$ cat src/rtl/addsub_serial.sv
// addsub_serial: digit-serial WIDTH-bit adder/subtractor with start/busy/done handshake
//
// Ports:
//   clk   - system clock, rising edge
//   rst   - synchronous active-high reset
//   start - begin a new operation (accepted in IDLE or DONE)
//   sub   - 0: a+b, 1: a-b (captured with start)
//   a, b  - WIDTH-bit operands (captured with start)
//   busy  - high while digits are being processed
//   done  - one-cycle pulse when s/cout/ovf become valid
//   s     - sum/difference, held until the next accepted start
//   cout  - carry out of MSB (subtract: 1 = no borrow)
//   ovf   - two's-complement signed overflow
module addsub_serial #(
    parameter int WIDTH = 8,
    parameter int DIGIT = 1
) (
    input  logic             clk,
    input  logic             rst,
    input  logic             start,
    input  logic             sub,
    input  logic [WIDTH-1:0] a,
    input  logic [WIDTH-1:0] b,
    output logic             busy,
    output logic             done,
    output logic [WIDTH-1:0] s,
    output logic             cout,
    output logic             ovf
);
    localparam int N = WIDTH / DIGIT;
    localparam int CW = N > 1 ? $clog2(N) : 1;
    localparam logic [WIDTH-1:0] DMASK = WIDTH'({DIGIT{1'b1}});

    generate
        if (WIDTH < 2 || WIDTH % DIGIT != 0) begin : g_bad_params
            $error("addsub_serial: WIDTH must be >= 2 and a multiple of DIGIT");
        end
    endgenerate

    typedef enum logic [1:0] {IDLE, RUN, DONE} state_t;

    state_t           state, state_nxt;
    logic [WIDTH-1:0] opa, opb;
    logic             carry;
    logic [CW-1:0]    cnt;
    logic             accept, last;
    logic [DIGIT-1:0] da, db;
    logic [DIGIT:0]   dsum;
    logic [31:0]      pos;

    always_comb begin
        accept    = start && state != RUN;
        last      = cnt == CW'(N - 1);
        pos       = 32'(cnt) * 32'(DIGIT);
        da        = DIGIT'(opa >> pos);
        db        = DIGIT'(opb >> pos);
        dsum      = {1'b0, da} + {1'b0, db} + (DIGIT + 1)'(carry);
        state_nxt = state == RUN ? (last ? DONE : RUN) : (accept ? RUN : IDLE);
    end

    assign busy = state == RUN;
    assign done = state == DONE;

    always_ff @(posedge clk) begin
        if (rst) begin
            state <= IDLE;
            opa   <= '0;
            opb   <= '0;
            carry <= 1'b0;
            cnt   <= '0;
            s     <= '0;
            cout  <= 1'b0;
            ovf   <= 1'b0;
        end else begin
            state <= state_nxt;
            if (accept) begin
                // subtraction is a + ~b + 1: invert b once and seed the carry
                opa   <= a;
                opb   <= sub ? ~b : b;
                carry <= sub;
                cnt   <= '0;
                s     <= '0;
                cout  <= 1'b0;
                ovf   <= 1'b0;
            end else if (state == RUN) begin
                s     <= (s & ~(DMASK << pos)) | (WIDTH'(dsum[DIGIT-1:0]) << pos);
                carry <= dsum[DIGIT];
                cnt   <= cnt + 1'b1;
                if (last) begin
                    cout <= dsum[DIGIT];
                    // carry into the MSB is recovered as sum_msb ^ a_msb ^ b_msb
                    ovf  <= dsum[DIGIT-1] ^ opa[WIDTH-1] ^ opb[WIDTH-1] ^ dsum[DIGIT];
                end
            end
        end
    end
endmodule

$ cat config.mk
export PLATFORM = sky130hd
export DESIGN_NAME = addsub_serial
export DESIGN_NICKNAME = d
export VERILOG_FILES = /design/src/rtl/addsub_serial.sv
export SDC_FILE = /design/constraint.sdc
export NUM_CORES = 1
export LEC_CHECK = 0
export CAP_MARGIN = 0
export CORE_MARGIN = 1.5
export CORE_UTILIZATION = 35
export DETAILED_ROUTE_END_ITERATION = 7
export DONT_BUFFER_PORTS = 1
export HOLD_SLACK_MARGIN = 0.03
export PLACE_DENSITY = 0.47
export RECOVER_POWER = 50
export SYNTH_ARGS = -nofsm -noshare
export SYNTH_HDL_FRONTEND = slang
export SYNTH_SLANG_ARGS = --single-unit
$ cat constraint.sdc
create_clock -name clk -period 5.05 [get_ports clk]
set_input_delay 1.515 -clock clk [delete_from_list [all_inputs] [get_ports clk]]
set_output_delay 1.515 -clock clk [all_outputs]
set_load 0.03 [all_outputs]
==> results.yml, run 1 <==
floorplan:
  io_pins: 32
  die_h_um: 70.6
  core_um2: 4380
  fp.dieArea_um2: 4990
  rows: 24
  start_util_pct: 36.5
  die_w_um: 70.6
synth:
  synth_area_leader_cell: "dfxtp_1"
  avgSynthCellArea_um2: 9.14
  synth.top_cell.area_share_pct: 40.0
  yosysSeqAreaShare_pct: 40.0
  ys_seq_elements: 32
  synth.area.top_cells: "dfxtp_1, a21oi_1, xnor2_1, mux4_2, a211oi_1"
  synth_warnings: 0
  synth_fp_nets: 202
  syn_area_um2: 1600
  syn_inst: 175
  ys_types: 32
routing:
  vias: 1214
  via_per_inst: 5.54
  firstDrtPassIters: 4
  wire_per_inst_um: 15.7
  drc: 0
  drt_iter0_drc: 47
  postRouteAntennaNets: 0
  wirelength_mm: 3.43
global_route:
  grt_start_max_net_pins: 26
  grt_pass1_wl_mm: 5.73
  grt_remaining_overflow: 0
  grt_pass1_vias: 1147
  grt.total_usage_pct: 14.8
  antenna_found_initial: 0
worst_setup_path:
  worstPathRequired_ps: 3540
  slowest_delay_ps: 510
  path_delay_family: "simple AND/OR/NAND/NOR gates"
  crit_fanout: 5
  cp.buffers_inverters: 0
  crit_arrival_ps: 1150
  r2r_cells: 7
  critPathLaunchType: "register"
  reg2reg_from: "cnt[1]$_SDFFE_PP0P_"
  path_class: "reg2out"
  path_cells: "nor2b_1"
  timing.rr.end: "ovf$_SDFFE_PP0P_"
  worstSetupEndpointType: "primary output"
  regToRegSetupSlack_ps: 2470
  slowest_stage: "nor2b_1"
run:
  cap_violations: 0
clock_network:
  clock_latency_ps: 270
  clk_path_buf_depth: 2
  clock_sinks: 32
  cts_resized: 0
  h-tree-depth: 2
  root_buffer: "clkbuf_8"
  cts_tree: "done"
  clk_transition_reported_paths_ps: 60
  post_cts_buffers: 0
  cts_hold_buffers: 0
  numCtsBuffers: 5
timing:
  finalCritPeriodShare_pct: 52.9
  max_freq_mhz: 375
  rsz0062_at_grt: "no"
  tightest_slew_ps: 629
  slew_headroom_pct: 58.0
  final-setup-viol-count: 0
  hold_violations: 0
  slew_violations: 0
  hold_ws_ps: 473
  finClkSkew_ps: 4.51
  finalCriticalPeriod_ps: 2670
  fin_setup_tns_ps: 0
placed_design:
  dp_cells: 214
  globalplace.congestion: 0.756
  hpwl_mm: 2.39
  port_buffers: 0
  placed_area_um2: 1580
power:
  p_switching_uw: 130
  power_density_nw_per_um2: 313
  totalPowerFinal_uw: 514
  p_sw_share_pct: 25.3
  p_int_uw: 384
  power_leakage_uw: 0.000573
  ir_drop_mv: 0.157
  pwr-share-seq_pct: 53.8
  power_frac_clock_pct: 33.4
  combPwrFrac_pct: 12.8
worst_hold_path:
  worstHoldEndpoint: "opa[5]$_SDFFE_PP0P_"
  worstHoldStart: "opa[5]$_SDFFE_PP0P_"
  hold_class: "reg2reg"
  whs_path_depth: 2
cells_and_area:
  drive_above_1_share_pct: 7.78
  nets: 196
  nFillCells: 451
  area_delta_synth_final_pct: 2.74
  antenna_cells: 0
  fin_area_um2: 1640
  final_cells: 219
outcome:
  status: "finished, final reports clean"
-- through the flow --
| stage | worst slack (ps) | util [%] |
|---|---|---|
| finish | 2380 | 37.5 |
| global route | 2150 | 37.5 |
| CTS | 2360 | 37.6 |
| detailed placement | 2460 | 36.0 |
| global placement | 2570 | 36.0 |
| floorplan | 2720 | - |
-- worst min-delay path: stages (launching register included) --
cell     delay [ps]
dfxtp_1         300
o21ai_0          70
a21oi_1          60
-- worst max path at each step --
stage | cells past startpoint | start | to
after floorplan | 4 | state[1]$_SDFF_PP0_ | busy
after global placement | 7 | cnt[1]$_SDFFE_PP0P_ | s[4]$_SDFFE_PP0P_
after detailed placement | 7 | cnt[1]$_SDFFE_PP0P_ | s[4]$_SDFFE_PP0P_
after CTS | 2 | state[1]$_SDFF_PP0_ | busy
after global routing | 7 | cnt[1]$_SDFFE_PP0P_ | s[4]$_SDFFE_PP0P_
final | 1 | state[1]$_SDFF_PP0_ | done
-- routing by layer --
metal | global-route usage, % | part of all wire (%) | up-vias | wire, µm
met5 | 0 | 0 | - | 0
met4 | 5.03 | 0.61 | 0 | 21
met3 | 5.56 | 4.9 | 2 | 167
met2 | 23.3 | 48 | 32 | 1640
met1 | 18.7 | 47 | 580 | 1600
li1 | - | - | 600 | -
-- cells in the final DEF (no fill, tap or decap), drive strengths merged --
| master | instances |
|---|---|
| a211oi | 10 |
| nand2 | 16 |
| and2 | 1 |
| nand4 | 2 |
| inv | 6 |
| mux2i | 2 |
| and3b | 2 |
| a21oi | 26 |
| nor2b | 1 |
| a311oi | 1 |
| mux4 | 4 |
| buf | 1 |
| nor2 | 7 |
| nand4bb | 1 |
| a22oi | 1 |
| clkbuf | 5 |
| ha | 6 |
| nand2b | 1 |
| a21o | 1 |
| nand3b | 1 |
| nor3b | 2 |
| o21ai | 13 |
| xnor2 | 11 |
| fa | 1 |
| a21bo | 2 |
| nand3 | 11 |
| dfxtp | 32 |
-- registers in the layout, indices dropped and copies added (netlist names) --
name and cells:
opa 8, opb 8, s 8, cnt 3
state 2, carry 1, cout 1, ovf 1
-- power by group through the flow --
stage	clock (µW)	sequential (µW)	combinational, µW
after floorplan	0	277	68.0
after global routing	190	279	75.1
after detailed placement	0	282	66.7
after global placement	0	282	64.7
after CTS	178	277	67.0
final	172	277	65.7
-- cells by family after synthesis --
| logic type | synth area share (%) |
|---|---|
| AO/OA/AOI/OAI | 19.6 |
| AND/OR/NAND/NOR | 14.2 |
| flip-flops | 40.0 |
| buffers and inverters | 7.35 |
| XOR/XNOR | 6.02 |
| adder cells (fa/ha/maj) | 5.94 |
| multiplexers | 6.88 |
-- Yosys cell counts (all sizes together) --
master / n
dfxtp: 32
a21oi: 26
nand2: 16
o21ai: 13
buf: 11
nand3: 11
xnor2: 11
a211oi: 10
nor2: 7
ha: 6
inv: 6
mux4: 4
clkbuf: 3
a21bo: 2
and3b: 2
mux2i: 2
nand4: 2
nor3b: 2
a21o: 1
a22oi: 1
a311oi: 1
and2: 1
fa: 1
nand2b: 1
nand3b: 1
nand4bb: 1
nor2b: 1
-- final cells by class --
| type | instances | area [µm²] | share of cell area [%] |
|---|---|---|---|
| inverters | 6 | 22.5 | 1.37 |
| well taps | 52 | 65.1 | 3.96 |
| clock buffers | 5 | 68.8 | 4.19 |
| repair buffers | 1 | 7.51 | 0.457 |
| multi-input cells | 123 | 840 | 51.1 |
| flip-flops and latches | 32 | 641 | 39.0 |
Power figures use the tool's default switching activity.
==> inputs of run 2 (changes only) <==
--- a/config.mk
+++ b/config.mk
@@ -11,7 +11,7 @@
 export DETAILED_ROUTE_END_ITERATION = 7
 export DONT_BUFFER_PORTS = 1
 export HOLD_SLACK_MARGIN = 0.03
-export PLACE_DENSITY = 0.47
+export PLACE_DENSITY = 0.49
 export RECOVER_POWER = 50
 export SYNTH_ARGS = -nofsm -noshare
 export SYNTH_HDL_FRONTEND = slang
==> constraint.sdc (replaced) <==
create_clock -name clk -period 2.4 [get_ports clk]
set_input_delay 0.72 -clock clk [delete_from_list [all_inputs] [get_ports clk]]
set_output_delay 0.72 -clock clk [all_outputs]
set_load 0.03 [all_outputs]
==> results.yml, run 2 (synthesis results as in run 1) <==
timing:
  slew_violations: 0
  final-setup-viol-count: 0
  hold_violations: 0
  finClkSkew_ps: 2.88
  slew_headroom_pct: 41.9
  fin_setup_tns_ps: 0
  hold_ws_ps: 480
  max_freq_mhz: 450
  rsz0062_at_grt: "no"
  finalCritPeriodShare_pct: 92.6
  finalCriticalPeriod_ps: 2220
  tightest_slew_ps: 871
routing:
  firstDrtPassIters: 5
  postRouteAntennaNets: 0
  wirelength_mm: 3.45
  via_per_inst: 5.48
  drt_iter0_drc: 82
  drc: 0
  vias: 1233
  wire_per_inst_um: 15.4
power:
  totalPowerFinal_uw: 1230
  power_leakage_uw: 0.000615
  ir_drop_mv: 0.299
  power_density_nw_per_um2: 720
clock_network:
  post_cts_buffers: 0
  numCtsBuffers: 5
  clk_transition_reported_paths_ps: 70
  clock_latency_ps: 280
  root_buffer: "clkbuf_8"
  clock_sinks: 32
  cts_tree: "done"
  clk_path_buf_depth: 2
  h-tree-depth: 2
  cts_resized: 1
  cts_hold_buffers: 0
cells_and_area:
  nets: 199
  drive_above_1_share_pct: 11.0
  final_cells: 225
  seqCellArea_um2: 644
  final_cell_mix: "dfxtp_1, a21oi_1, nand2_1"
  reg_top3: "opa (8), opb (8), s (8)"
  multiInputGateArea_um2: 845
  final_common_cell: "dfxtp_1"
  area_delta_synth_final_pct: 7.11
  post-route-util_pct: 39.1
  antenna_cells: 0
  nFillCells: 454
worst_hold_path:
  whs_path_depth: 2
  hold_class: "reg2reg"
worst_setup_path:
  crit_fanout: 5
  path_delay_family: "adder cells"
  cp.depth: 7
  crit_arrival_ps: 2410
  regToRegSetupSlack_ps: 180
  slowest_stage: "fa_1"
  critPathLaunchType: "register"
  path_cells: "mux4_2 > nand2_1 > nand2_1 > fa_1 > xnor2_1 > xnor2_1 > a311oi_1"
  path_class: "reg2reg"
  worstSetupEndpointType: "register"
  cp.buffers_inverters: 0
  slowest_delay_ps: 600
  r2r_cells: 7
  worstPathRequired_ps: 2590
placed_design:
  dp_cells: 217
  globalplace.congestion: 0.788
  hpwl_mm: 2.35
  port_buffers: 0
global_route:
  grt_pass1_wl_mm: 5.83
  grt_pass1_vias: 1233
  grt_remaining_overflow: 0
  grt_start_max_net_pins: 26
  grt.total_usage_pct: 14.6
  antenna_found_initial: 0
run:
  cap_violations: 0
floorplan:
  core_um2: 4380
  rows: 24
  die_w_um: 70.6
  start_util_pct: 36.5
  io_pins: 32
  fp.dieArea_um2: 4990
  die_h_um: 70.6
outcome:
  status: "finished, final reports clean"
-- run 2: area by class of cell --
class | instances | share of cell area (%)
sequential | 32 | 37.6
multi-input combinational | 123 | 49.3
inverter | 6 | 1.31
clock buffer | 6 | 4.23
clock inverter | 2 | 2.04
tap | 52 | 3.80
timing repair buffer | 4 | 1.75
-- run 2: per-layer routing --
layer  share of wire, %  vias up  routed length [µm]  global-route usage (%)
met4                1.4        0                  49                    5.03
met5                  0        -                   0                       0
li1                   -      606                   -                       -
met2                 49       29                1700                    24.1
met1                 44      592                1530                    18.1
met3                5.0        6                 174                    4.70
-- run 2: power breakdown --
| part | internal [µW] | switching, µW |
|---|---|---|
| registers | 556 | 19.4 |
| logic | 68.0 | 79.7 |
| clock network | 308 | 204 |
| total | 932 | 303 |
-- run 2: per-stage QoR --
step | setup WS [ps] | cell area, µm²
final | 177 | 1710
after global routing | 41.1 | 1710
after CTS | 107 | 1710
after detailed placement | 29.3 | 1600
after global placement | 98.2 | 1600
after floorplan | 125 | 1600
-- run 2: worst paths after layout --
kind                             from                  end
setup reg to reg  cnt[1]$_SDFFE_PP0P_     ovf$_SDFFE_PP0P_
hold / removal    opa[3]$_SDFFE_PP0P_  opa[3]$_SDFFE_PP0P_
setup / recovery  cnt[1]$_SDFFE_PP0P_     ovf$_SDFFE_PP0P_
hold reg to reg   opa[3]$_SDFFE_PP0P_  opa[3]$_SDFFE_PP0P_
-- run 2: tightest hold or removal path, cell delays in order (launching register included) --
cell     delay, ps
dfxtp_1        310
o21ai_0         70
a21oi_1         60
